$ cat src/rtl/traffic_phase_ctrl.sv
// traffic_phase_ctrl: phase sequencer for a four-way intersection.
// Drives car and pedestrian lamps for the N/S and E/W axes from one FSM, with
// programmable phase durations and emergency-vehicle preemption.
// Ports:
//   clk, rst            - clock (rising edge), asynchronous active-high reset
//   i_start             - leaves IDLE when sampled high
//   i_emg, i_emg_ew     - preemption request (level) and its axis (0 N/S, 1 E/W)
//   o_ns_car, o_ew_car  - car lamps: 00 RED, 01 GREEN, 10 YELLOW, 11 LEFT
//   o_ns_ped, o_ew_ped  - pedestrian lamps: 00 RED, 01 GREEN, 10 BLINK
//   o_cycle             - schedule position, 0 in IDLE
//   o_state, o_preempt  - current state code, high in any PRE_* state
module traffic_phase_ctrl #(
    parameter int T_GO    = 14,
    parameter int T_BLINK = 6,
    parameter int T_YEL   = 2,
    parameter int T_LEFT  = 10,
    parameter int T_AR    = 2
) (
    input  logic       clk,
    input  logic       rst,
    input  logic       i_start,
    input  logic       i_emg,
    input  logic       i_emg_ew,
    output logic [1:0] o_ns_car,
    output logic [1:0] o_ns_ped,
    output logic [1:0] o_ew_car,
    output logic [1:0] o_ew_ped,
    output logic [6:0] o_cycle,
    output logic [3:0] o_state,
    output logic       o_preempt
);
    localparam int HalfLen = T_GO + T_BLINK + 2 * T_YEL + T_LEFT;
    localparam logic [6:0] CycMax  = 7'(2 * HalfLen);
    localparam logic [6:0] EwStart = 7'(HalfLen + 1);
    // Down-counter load values: a phase of N cycles counts N-1 .. 0.
    localparam logic [6:0] LdGo    = 7'(T_GO - 1);
    localparam logic [6:0] LdBlink = 7'(T_BLINK - 1);
    localparam logic [6:0] LdYel   = 7'(T_YEL - 1);
    localparam logic [6:0] LdLeft  = 7'(T_LEFT - 1);
    localparam logic [6:0] LdAr    = 7'(T_AR - 1);

    if (T_GO < 1 || T_BLINK < 1 || T_YEL < 1 || T_LEFT < 1 || T_AR < 1 || HalfLen > 63)
    begin : g_param_check
        $error("traffic_phase_ctrl: illegal phase durations");
    end

    localparam logic [1:0] Red    = 2'b00;
    localparam logic [1:0] Green  = 2'b01;
    localparam logic [1:0] Yellow = 2'b10;  // also pedestrian BLINK
    localparam logic [1:0] Left   = 2'b11;

    typedef enum logic [3:0] {
        StIdle     = 4'd0,
        StNsGo     = 4'd1,
        StNsWend   = 4'd2,
        StNsY1     = 4'd3,
        StNsLeft   = 4'd4,
        StNsY2     = 4'd5,
        StEwGo     = 4'd6,
        StEwWend   = 4'd7,
        StEwY1     = 4'd8,
        StEwLeft   = 4'd9,
        StEwY2     = 4'd10,
        StPreY     = 4'd11,
        StPreAr    = 4'd12,
        StPreGrant = 4'd13,
        StPreExit  = 4'd14
    } state_e;

    function automatic logic [6:0] phase_load(state_e s);
        case (s)
            StNsGo, StEwGo:     phase_load = LdGo;
            StNsWend, StEwWend: phase_load = LdBlink;
            StNsLeft, StEwLeft: phase_load = LdLeft;
            default:            phase_load = LdYel;
        endcase
    endfunction

    function automatic state_e next_phase(state_e s);
        case (s)
            StNsGo:   next_phase = StNsWend;
            StNsWend: next_phase = StNsY1;
            StNsY1:   next_phase = StNsLeft;
            StNsLeft: next_phase = StNsY2;
            StNsY2:   next_phase = StEwGo;
            StEwGo:   next_phase = StEwWend;
            StEwWend: next_phase = StEwY1;
            StEwY1:   next_phase = StEwLeft;
            StEwLeft: next_phase = StEwY2;
            StEwY2:   next_phase = StNsGo;
            default:  next_phase = StIdle;
        endcase
    endfunction

    // Lamp decode {ns_car, ns_ped, ew_car, ew_ped}; ax is the interrupted axis,
    // dir the latched emergency axis.
    function automatic logic [7:0] lamps(state_e s, logic ax, logic dir);
        logic [1:0] ns_car, ns_ped, ew_car, ew_ped;
        ns_car = Red;
        ns_ped = Red;
        ew_car = Red;
        ew_ped = Red;
        case (s)
            StNsGo:   begin ns_car = Green; ew_ped = Green;  end
            StNsWend: begin ns_car = Green; ew_ped = Yellow; end
            StNsY1, StNsY2: ns_car = Yellow;
            StNsLeft: ns_car = Left;
            StEwGo:   begin ew_car = Green; ns_ped = Green;  end
            StEwWend: begin ew_car = Green; ns_ped = Yellow; end
            StEwY1, StEwY2: ew_car = Yellow;
            StEwLeft: ew_car = Left;
            StPreY:     if (ax)  ew_car = Yellow; else ns_car = Yellow;
            StPreGrant: if (dir) ew_car = Green;  else ns_car = Green;
            StPreExit:  if (dir) ew_car = Yellow; else ns_car = Yellow;
            default: ;
        endcase
        lamps = {ns_car, ns_ped, ew_car, ew_ped};
    endfunction

    state_e     state_q, state_d, resume_state;
    logic [6:0] cnt_q, cnt_d, cycle_q, cycle_d, cycle_inc, resume_cycle;
    logic       dir_q, dir_d, ax_q, ax_d, pend_q, pend_d, pre_q;
    logic [7:0] lamps_q;
    logic       is_yel, is_ew;

    always_comb begin
        state_d      = state_q;
        cnt_d        = cnt_q;
        cycle_d      = cycle_q;
        dir_d        = dir_q;
        ax_d         = ax_q;
        pend_d       = pend_q;
        cycle_inc    = (cycle_q >= CycMax) ? 7'd1 : cycle_q + 7'd1;
        resume_state = dir_q ? StNsGo : StEwGo;
        resume_cycle = dir_q ? 7'd1 : EwStart;
        is_yel       = state_q inside {StNsY1, StNsY2, StEwY1, StEwY2};
        is_ew        = state_q inside {StEwGo, StEwWend, StEwY1, StEwLeft, StEwY2};
        unique case (state_q)
            StIdle: begin
                if (i_start) begin
                    state_d = StNsGo;
                    cnt_d   = LdGo;
                    cycle_d = 7'd1;
                    pend_d  = 1'b0;
                end
            end
            StPreY: begin
                if (cnt_q == 7'd0) begin
                    state_d = StPreAr;
                    cnt_d   = LdAr;
                end else begin
                    cnt_d = cnt_q - 7'd1;
                end
            end
            StPreAr, StPreExit: begin
                if (cnt_q != 7'd0) begin
                    cnt_d = cnt_q - 7'd1;
                end else if (state_q == StPreAr && i_emg) begin
                    state_d = StPreGrant;
                end else begin
                    state_d = resume_state;
                    cnt_d   = LdGo;
                    cycle_d = resume_cycle;
                end
            end
            StPreGrant: begin
                if (!i_emg) begin
                    state_d = StPreExit;
                    cnt_d   = LdYel;
                end
            end
            StNsGo, StNsWend, StNsY1, StNsLeft, StNsY2,
            StEwGo, StEwWend, StEwY1, StEwLeft, StEwY2: begin
                if (is_yel) begin
                    // A request during yellow lets the yellow run out, then skips PRE_Y.
                    if (i_emg && !pend_q) begin
                        pend_d = 1'b1;
                        dir_d  = i_emg_ew;
                        ax_d   = is_ew;
                    end
                    if (cnt_q == 7'd0 && (pend_q || i_emg)) begin
                        state_d = StPreAr;
                        cnt_d   = LdAr;
                        pend_d  = 1'b0;
                    end else if (cnt_q == 7'd0) begin
                        state_d = next_phase(state_q);
                        cnt_d   = phase_load(next_phase(state_q));
                        cycle_d = cycle_inc;
                    end else begin
                        cnt_d   = cnt_q - 7'd1;
                        cycle_d = cycle_inc;
                    end
                end else if (i_emg) begin
                    state_d = StPreY;
                    cnt_d   = LdYel;
                    dir_d   = i_emg_ew;
                    ax_d    = is_ew;
                end else if (cnt_q == 7'd0) begin
                    state_d = next_phase(state_q);
                    cnt_d   = phase_load(next_phase(state_q));
                    cycle_d = cycle_inc;
                end else begin
                    cnt_d   = cnt_q - 7'd1;
                    cycle_d = cycle_inc;
                end
            end
            default: begin
                state_d = StIdle;
                cnt_d   = 7'd0;
                cycle_d = 7'd0;
            end
        endcase
    end

    // Lamps and o_preempt are registered from the next state so they line up with state_q.
    always_ff @(posedge clk or posedge rst) begin
        if (rst) begin
            state_q <= StIdle;
            cnt_q   <= 7'd0;
            cycle_q <= 7'd0;
            dir_q   <= 1'b0;
            ax_q    <= 1'b0;
            pend_q  <= 1'b0;
            lamps_q <= 8'd0;
            pre_q   <= 1'b0;
        end else begin
            state_q <= state_d;
            cnt_q   <= cnt_d;
            cycle_q <= cycle_d;
            dir_q   <= dir_d;
            ax_q    <= ax_d;
            pend_q  <= pend_d;
            lamps_q <= lamps(state_d, ax_d, dir_d);
            pre_q   <= state_d inside {StPreY, StPreAr, StPreGrant, StPreExit};
        end
    end

    assign {o_ns_car, o_ns_ped, o_ew_car, o_ew_ped} = lamps_q;
    assign o_cycle   = cycle_q;
    assign o_state   = state_q;
    assign o_preempt = pre_q;
endmodule

$ cat config.mk
export PLATFORM = sky130hd
export DESIGN_NAME = traffic_phase_ctrl
export DESIGN_NICKNAME = d
export VERILOG_FILES = /design/src/rtl/traffic_phase_ctrl.sv
export SDC_FILE = /design/constraint.sdc
export NUM_CORES = 1
export LEC_CHECK = 0
export ABC_AREA = 0
export CELL_PAD_IN_SITES_DETAIL_PLACEMENT = 1
export CELL_PAD_IN_SITES_GLOBAL_PLACEMENT = 2
export CORE_UTILIZATION = 34
export DETAILED_ROUTE_END_ITERATION = 7
export GPL_ROUTABILITY_DRIVEN = 0
export GPL_TIMING_DRIVEN = 1
export MAX_ROUTING_LAYER = met4
export PLACE_DENSITY_LB_ADDON = 0.05
export SYNTH_ARGS = -nofsm -noshare
export SYNTH_HDL_FRONTEND = slang
export SYNTH_SLANG_ARGS = --single-unit
$ cat constraint.sdc
create_clock -name clk -period 3.4 [get_ports clk]
set_input_delay 1.02 -clock clk [delete_from_list [all_inputs] [get_ports clk]]
set_output_delay 1.02 -clock clk [all_outputs]
set_load 0.02 [all_outputs]
==> results of run 1 <==
==> flip-flops by register name, indices dropped and copies added, names as in the netlist <==
signal     cells
cnt_q          7
o_cycle        7
pend_q         1
ax_q           1
o_preempt      1
dir_q          1
o_state        4
lamps_q        8
==> cell families after synthesis <==
logic type                 Yosys count  synth area share
muxes                                2           0.00937
buffers and inverters               28            0.0772
DFF                                 30             0.331
xor gates and xnor gates             5            0.0193
and+or+nand+nor                     91             0.212
AOI/OAI and AO/OA                   99             0.308
adders and majority gates            8            0.0441
==> layout by cell type, fill, tap and decap left out, drive strengths merged, types with 4 or more instances in the layout <==
cell type	netlist	layout
clkdlybuf4s50	0	24
ha	8	8
nor3	6	6
a21oi	22	22
dfrtp	30	30
buf	9	13
a211oi	5	5
nand2b	8	8
o31ai	4	4
nor2b	4	4
nand3	8	8
o21ai	22	22
clkbuf	4	6
nand2	16	16
and3	5	5
nor2	24	24
inv	15	15
o211ai	4	4
==> worst min-delay path by stage <==
stage	to	slack (ns)	cells past startpoint
2_1_floorplan	ax_q$_DFF_PP0_	0.49	1
3_3_place_gp	cnt_q[2]$_DFFE_PP0P_	0.54	1
3_5_place_dp	cnt_q[2]$_DFFE_PP0P_	0.55	1
4_1_cts	cnt_q[2]$_DFFE_PP0P_	0.57	1
5_1_grt	cnt_q[2]$_DFFE_PP0P_	0.58	1
6_report	cnt_q[2]$_DFFE_PP0P_	0.57	1
==> per-layer routing <==
layer  track usage  part of all wire
met1         0.305              0.51
met5             -                 0
met3        0.0336             0.024
met4        0.0385             0.011
met2         0.322              0.45
==> area by class of cell <==
class / instances / area, um2 / share of cell area
inverter: 15 / 58.8 / 0.0215
timing repair buffer: 37 / 338 / 0.124
sequential: 30 / 751 / 0.274
tap: 77 / 96.3 / 0.0352
clock buffer: 6 / 82.6 / 0.0302
multi-input combinational: 205 / 1350 / 0.493
clock inverter: 2 / 60.1 / 0.0220
==> stage by stage <==
step	hold slack (ns)	total power, mW
6_report	0.567	3.29
5_1_grt	0.577	3.57
4_1_cts	0.568	3.30
3_5_place_dp	0.551	2.83
3_3_place_gp	0.541	2.85
2_1_floorplan	0.492	2.21
==> worst max-delay path: cells and delay by family <==
kind                   cells  cell delay, ns
AOI/OAI and AO/OA          4            1.10
and+or+nand+nor            2            0.47
buffers and inverters      2            0.60
==> power groups by stage <==
stage,registers [mW],logic (mW),clock network [mW]
6_report,0.632,2.21,0.448
5_1_grt,0.653,2.44,0.477
4_1_cts,0.635,2.21,0.459
3_5_place_dp,0.641,2.19,0
3_3_place_gp,0.641,2.21,0
2_1_floorplan,0.671,1.53,0
==> reports/results.txt, run 1 <==
status -> finished, final reports clean
vias in the first global route -> 2149
final cell count without fillers -> 372
Pleak -> 1.18 nW
htree depth -> 2
R2R setup slack -> 0.46 ns
total setup buffers inserted after CTS -> 0
Worst EP required -> 3.62 ns
Cell Pwr Density -> 1200 nW/um2
clock skew -> 0.00576 ns
Max-Cap Viols -> 0
Worst-Margin Slew -> 0.820 ns
DP HPWL -> 5320 um
routed vias/inst -> 5.68
synth cell count leaders -> 30 x dfrtp_1, 23 x nor2_1, 21 x a21oi_1
R2R cell count -> 10
sw frac -> 0.485
syn nets -> 276
post_cts resized -> 0
CTS tree -> built
final worst setup slack -> 0.428 ns
most numerous cell in the Yosys netlist -> dfrtp_1
final hold vios -> 0
CTS Hold Bufs -> 0
area leader, netlist -> dfrtp_1
worst hold path type -> register to register
Synth Register Bits -> 30
initial antenna violation count -> 0
RSZ-0062 raised after global routing -> no
Post-synth EDFFs -> 0
total CTS buffers -> 5
nets -> 307
FFs w/ async S/R, synth -> 1.00
Placed Cells -> 364
Reg clk slew, reported paths -> 0.07 ns
CP endpoint -> lamps_q[6]$_DFF_PP0_
# IOs -> 25
Mapped Area -> 2270 um2
Mean Syn Cell Area -> 8.63 um2
share of Yosys cell area claimed by the top area cell type -> 0.331
initial DRC count -> 104
root buf cell -> clkbuf_8
Core Region -> 6390 um2
minimum clock period after layout -> 2.97 ns
crit-path max cell delay -> 0.50 ns
later-pin clock latency in the skew report -> 0.27 ns
crit path launch type -> input port
Final setup violation count -> 0
grt ovf -> 0
Netlist cell types -> 71
area grow syn2layout -> 20.5%
number of diodes -> 0
R2R Path Start -> cnt_q[0]$_DFFE_PP0P_
pre-CTS setup slack -> 0.109 ns
Syn Inst Count -> 263
Routed Antenna Nets -> 0
largest net degree at the start of global routing -> 31
die area -> 7010 um2
dpl cell area -> 2590 um2
finished layout cell area -> 2740 um2
Initial Util -> 0.355
Combinational Power Share -> 0.671
Critical Path Start -> i_start
Max Fclk -> 336 MHz
TNS Setup -> 0 ns
Seq/Total Area, Yosys -> 0.331
Worst VDD drop -> 0.476 mV
reg2reg end -> lamps_q[6]$_DFF_PP0_
internal power -> 1.69 mW
Port Buffers -> 24
maximum fanout along the worst path -> 7
Chip Width -> 83.7 um
Vias -> 2114
crit-path cells -> clkdlybuf4s50_1 -> and2b_1 -> o31a_1 -> a311oi_4 -> inv_4 -> a21o_1 -> nor4_1 -> a211o_1
Pre-antenna DRT Iters -> 4
worst setup path class -> input port to register
final core utilization -> 0.428
fill count -> 738
CP endpoint kind -> register
share of layout cells above drive strength 1 -> 0.136
Clock power frac -> 0.136
CTS sink cnt -> 30
Die Height -> 83.7 um
synth warn -> 0
total wire length -> 6850 um
clock tree buffer depth -> 2
Max Slew Vio Count -> 0
Total GRT Usage -> 0.213
Flop pwr share -> 0.192
HP Start -> cnt_q[2]$_DFFE_PP0P_
FP Rows -> 29
Psw -> 1.60 mW
first-pass GRT wire length -> 11500 um
synth top area cells -> dfrtp_1 33%, a21oi_1 4.6%, ha_1 4.4%
wire per inst -> 18.4 um
worst slew margin relative to its limit -> 0.446
Synth Flop Type -> dfrtp_1
DRC viols -> 0
final worst-path cycle share -> 0.874
Worst Path Arrival -> 3.19 ns
Slowest cell on crit path -> clkdlybuf4s50_1
No activity file was read; power rests on OpenSTA's default activity.
==> run 2: changes to the inputs <==
--- a/config.mk
+++ b/config.mk
@@ -8,8 +8,9 @@
 export ABC_AREA = 0
 export CELL_PAD_IN_SITES_DETAIL_PLACEMENT = 1
 export CELL_PAD_IN_SITES_GLOBAL_PLACEMENT = 2
-export CORE_UTILIZATION = 34
+export CORE_UTILIZATION = 39
 export DETAILED_ROUTE_END_ITERATION = 7
+export DONT_BUFFER_PORTS = 1
 export GPL_ROUTABILITY_DRIVEN = 0
 export GPL_TIMING_DRIVEN = 1
 export MAX_ROUTING_LAYER = met4
==> run 2 against run 1 <==
Non-clock buffer count shrank 28; global-route usage grew 4.7 points; flip-flop and latch count stayed put; clock skew grew 0.0054 ns; die area is 13% lower; fmax is 4.9% lower; combinational power is 11% lower.
==> reports/results.txt, run 2 (synthesis results as in run 1) <==
status -> finished, final reports clean
worst slew margin relative to its limit -> 0.450
Top cell by count, worst path -> inv_1
wire per inst -> 20.9 um
CP delay by family, top -> compound AO/OA/AOI/OAI gates
Placed Cells -> 331
# IOs -> 25
htree depth -> 2
Vias -> 2058
first-pass GRT wire length -> 11900 um
post_cts resized -> 0
CP endpoint kind -> register
Port Buffers -> 0
routed vias/inst -> 6.07
total setup buffers inserted after CTS -> 0
Max Slew Vio Count -> 0
number of diodes -> 0
Max Fclk -> 320 MHz
share of layout cells above drive strength 1 -> 0.135
sw frac -> 0.534
Worst Path Arrival -> 3.34 ns
largest net degree at the start of global routing -> 19
fill count -> 688
Chip Width -> 78.3 um
root buf cell -> clkbuf_8
most common cell after layout, fill and taps aside -> dfrtp_1
commonest cells after routing, fill and taps aside -> 30 x dfrtp_1, 23 x nor2_1, 21 x a21oi_1
Cell Pwr Density -> 1250 nW/um2
die area -> 6130 um2
maximum fanout along the worst path -> 14
Max-Cap Viols -> 0
Most flops, register -> lamps_q
Core Region -> 5570 um2
Final setup violation count -> 0
crit path launch type -> register
clock tree buffer depth -> 2
DP HPWL -> 5450 um
RSZ-0062 raised after global routing -> no
Die Height -> 78.3 um
minimum clock period after layout -> 3.13 ns
Hold Slack -> 0.566 ns
FP Rows -> 27
CTS Hold Bufs -> 0
Flop pwr share -> 0.242
Overall Power -> 3.00 mW
Pre-antenna DRT Iters -> 4
grt ovf -> 0
number of flip-flops in the largest register -> 8
DRC viols -> 0
Clock power frac -> 0.103
footprint of the flip-flops and latches -> 751 um2
later-pin clock latency in the skew report -> 0.29 ns
total wire length -> 7070 um
final cell count without fillers -> 339
CTS sink cnt -> 30
area occupied by multi-input gates -> 1350 um2
worst hold path type -> register to register
clock skew -> 0.0111 ns
TNS Setup -> 0 ns
crit-path cells -> inv_1 -> ha_1 -> nor3b_1 -> a211oi_1 -> a311oi_1 -> a2bb2oi_1 -> and2_1 -> inv_1 -> a21oi_1 -> o21a_1
vias in the first global route -> 2184
final worst setup slack -> 0.275 ns
initial antenna violation count -> 0
total CTS buffers -> 5
crit-path max cell delay -> 0.57 ns
pre-CTS setup slack -> 0.365 ns
Slowest cell on crit path -> dfrtp_1
Combinational Power Share -> 0.654
Worst EP required -> 3.62 ns
area grow syn2layout -> 6.23%
nets -> 279
CTS tree -> built
Crit path buffers/inverters -> 2
Psw -> 1.60 mW
Worst VDD drop -> 0.580 mV
final worst-path cycle share -> 0.919
Pleak -> 1.05 nW
Total GRT Usage -> 0.261
worst setup path class -> register to register
internal power -> 1.40 mW
Reg clk slew, reported paths -> 0.08 ns
final hold vios -> 0
initial DRC count -> 149
Routed Antenna Nets -> 0
Worst-Margin Slew -> 0.814 ns
Initial Util -> 0.407
[run 2: cell count changes in the layout (fill, tap and decap cells not counted), sizes merged]
cell / delta
buf: -4
clkdlybuf4s50: -24
clkinv: +1
bufinv: -2
clkinvlp: +1
[run 2: layer usage]
metal / share of wire / global-route usage / vias up
li1: - / - / 979
met1: 0.48 / 0.350 / 1009
met2: 0.44 / 0.390 / 53
met3: 0.052 / 0.0581 / 17
met4: 0.024 / 0.0833 / 0
met5: 0 / - / -
[run 2: layout make-up]
class                      instances  share of cell area
sequential                        30               0.311
clock inverter                     2             0.00519
tap                               72              0.0374
clock buffer                       6              0.0343
inverter                          15              0.0244
multi-input combinational        205               0.559
timing repair buffer               9              0.0280
[run 2: worst paths after layout]
path                                       from                      to  slack [ns]  depth (start not counted)
min in group asynchronous                   rst  o_cycle[0]$_DFFE_PP0P_        0.66                          1
hold / removal             cnt_q[2]$_DFFE_PP0P_    cnt_q[2]$_DFFE_PP0P_        0.57                          1
setup / recovery           o_state[0]$_DFF_PP0_    lamps_q[3]$_DFF_PP0_        0.27                         10
max in group asynchronous                   rst    lamps_q[3]$_DFF_PP0_        2.08                          2
hold reg to reg            cnt_q[2]$_DFFE_PP0P_    cnt_q[2]$_DFFE_PP0P_        0.57                          1
setup reg to reg           o_state[0]$_DFF_PP0_    lamps_q[3]$_DFF_PP0_        0.27                         10
[run 2: stage by stage]
stage / instance area (um2) / utilization
floorplan: 2270 / -
global placement: 2320 / 0.415
detailed placement: 2320 / 0.415
CTS: 2410 / 0.433
global route: 2410 / 0.433
finish: 2410 / 0.433
[run 2: power by group through the flow]
stage,sequential [mW],clock [mW],combinational (mW)
4_1_cts,0.724,0.323,1.96
3_5_place_dp,0.732,0,1.95
6_report,0.728,0.311,1.96
5_1_grt,0.745,0.334,2.21
3_3_place_gp,0.731,0,1.96
2_1_floorplan,0.671,0,1.53
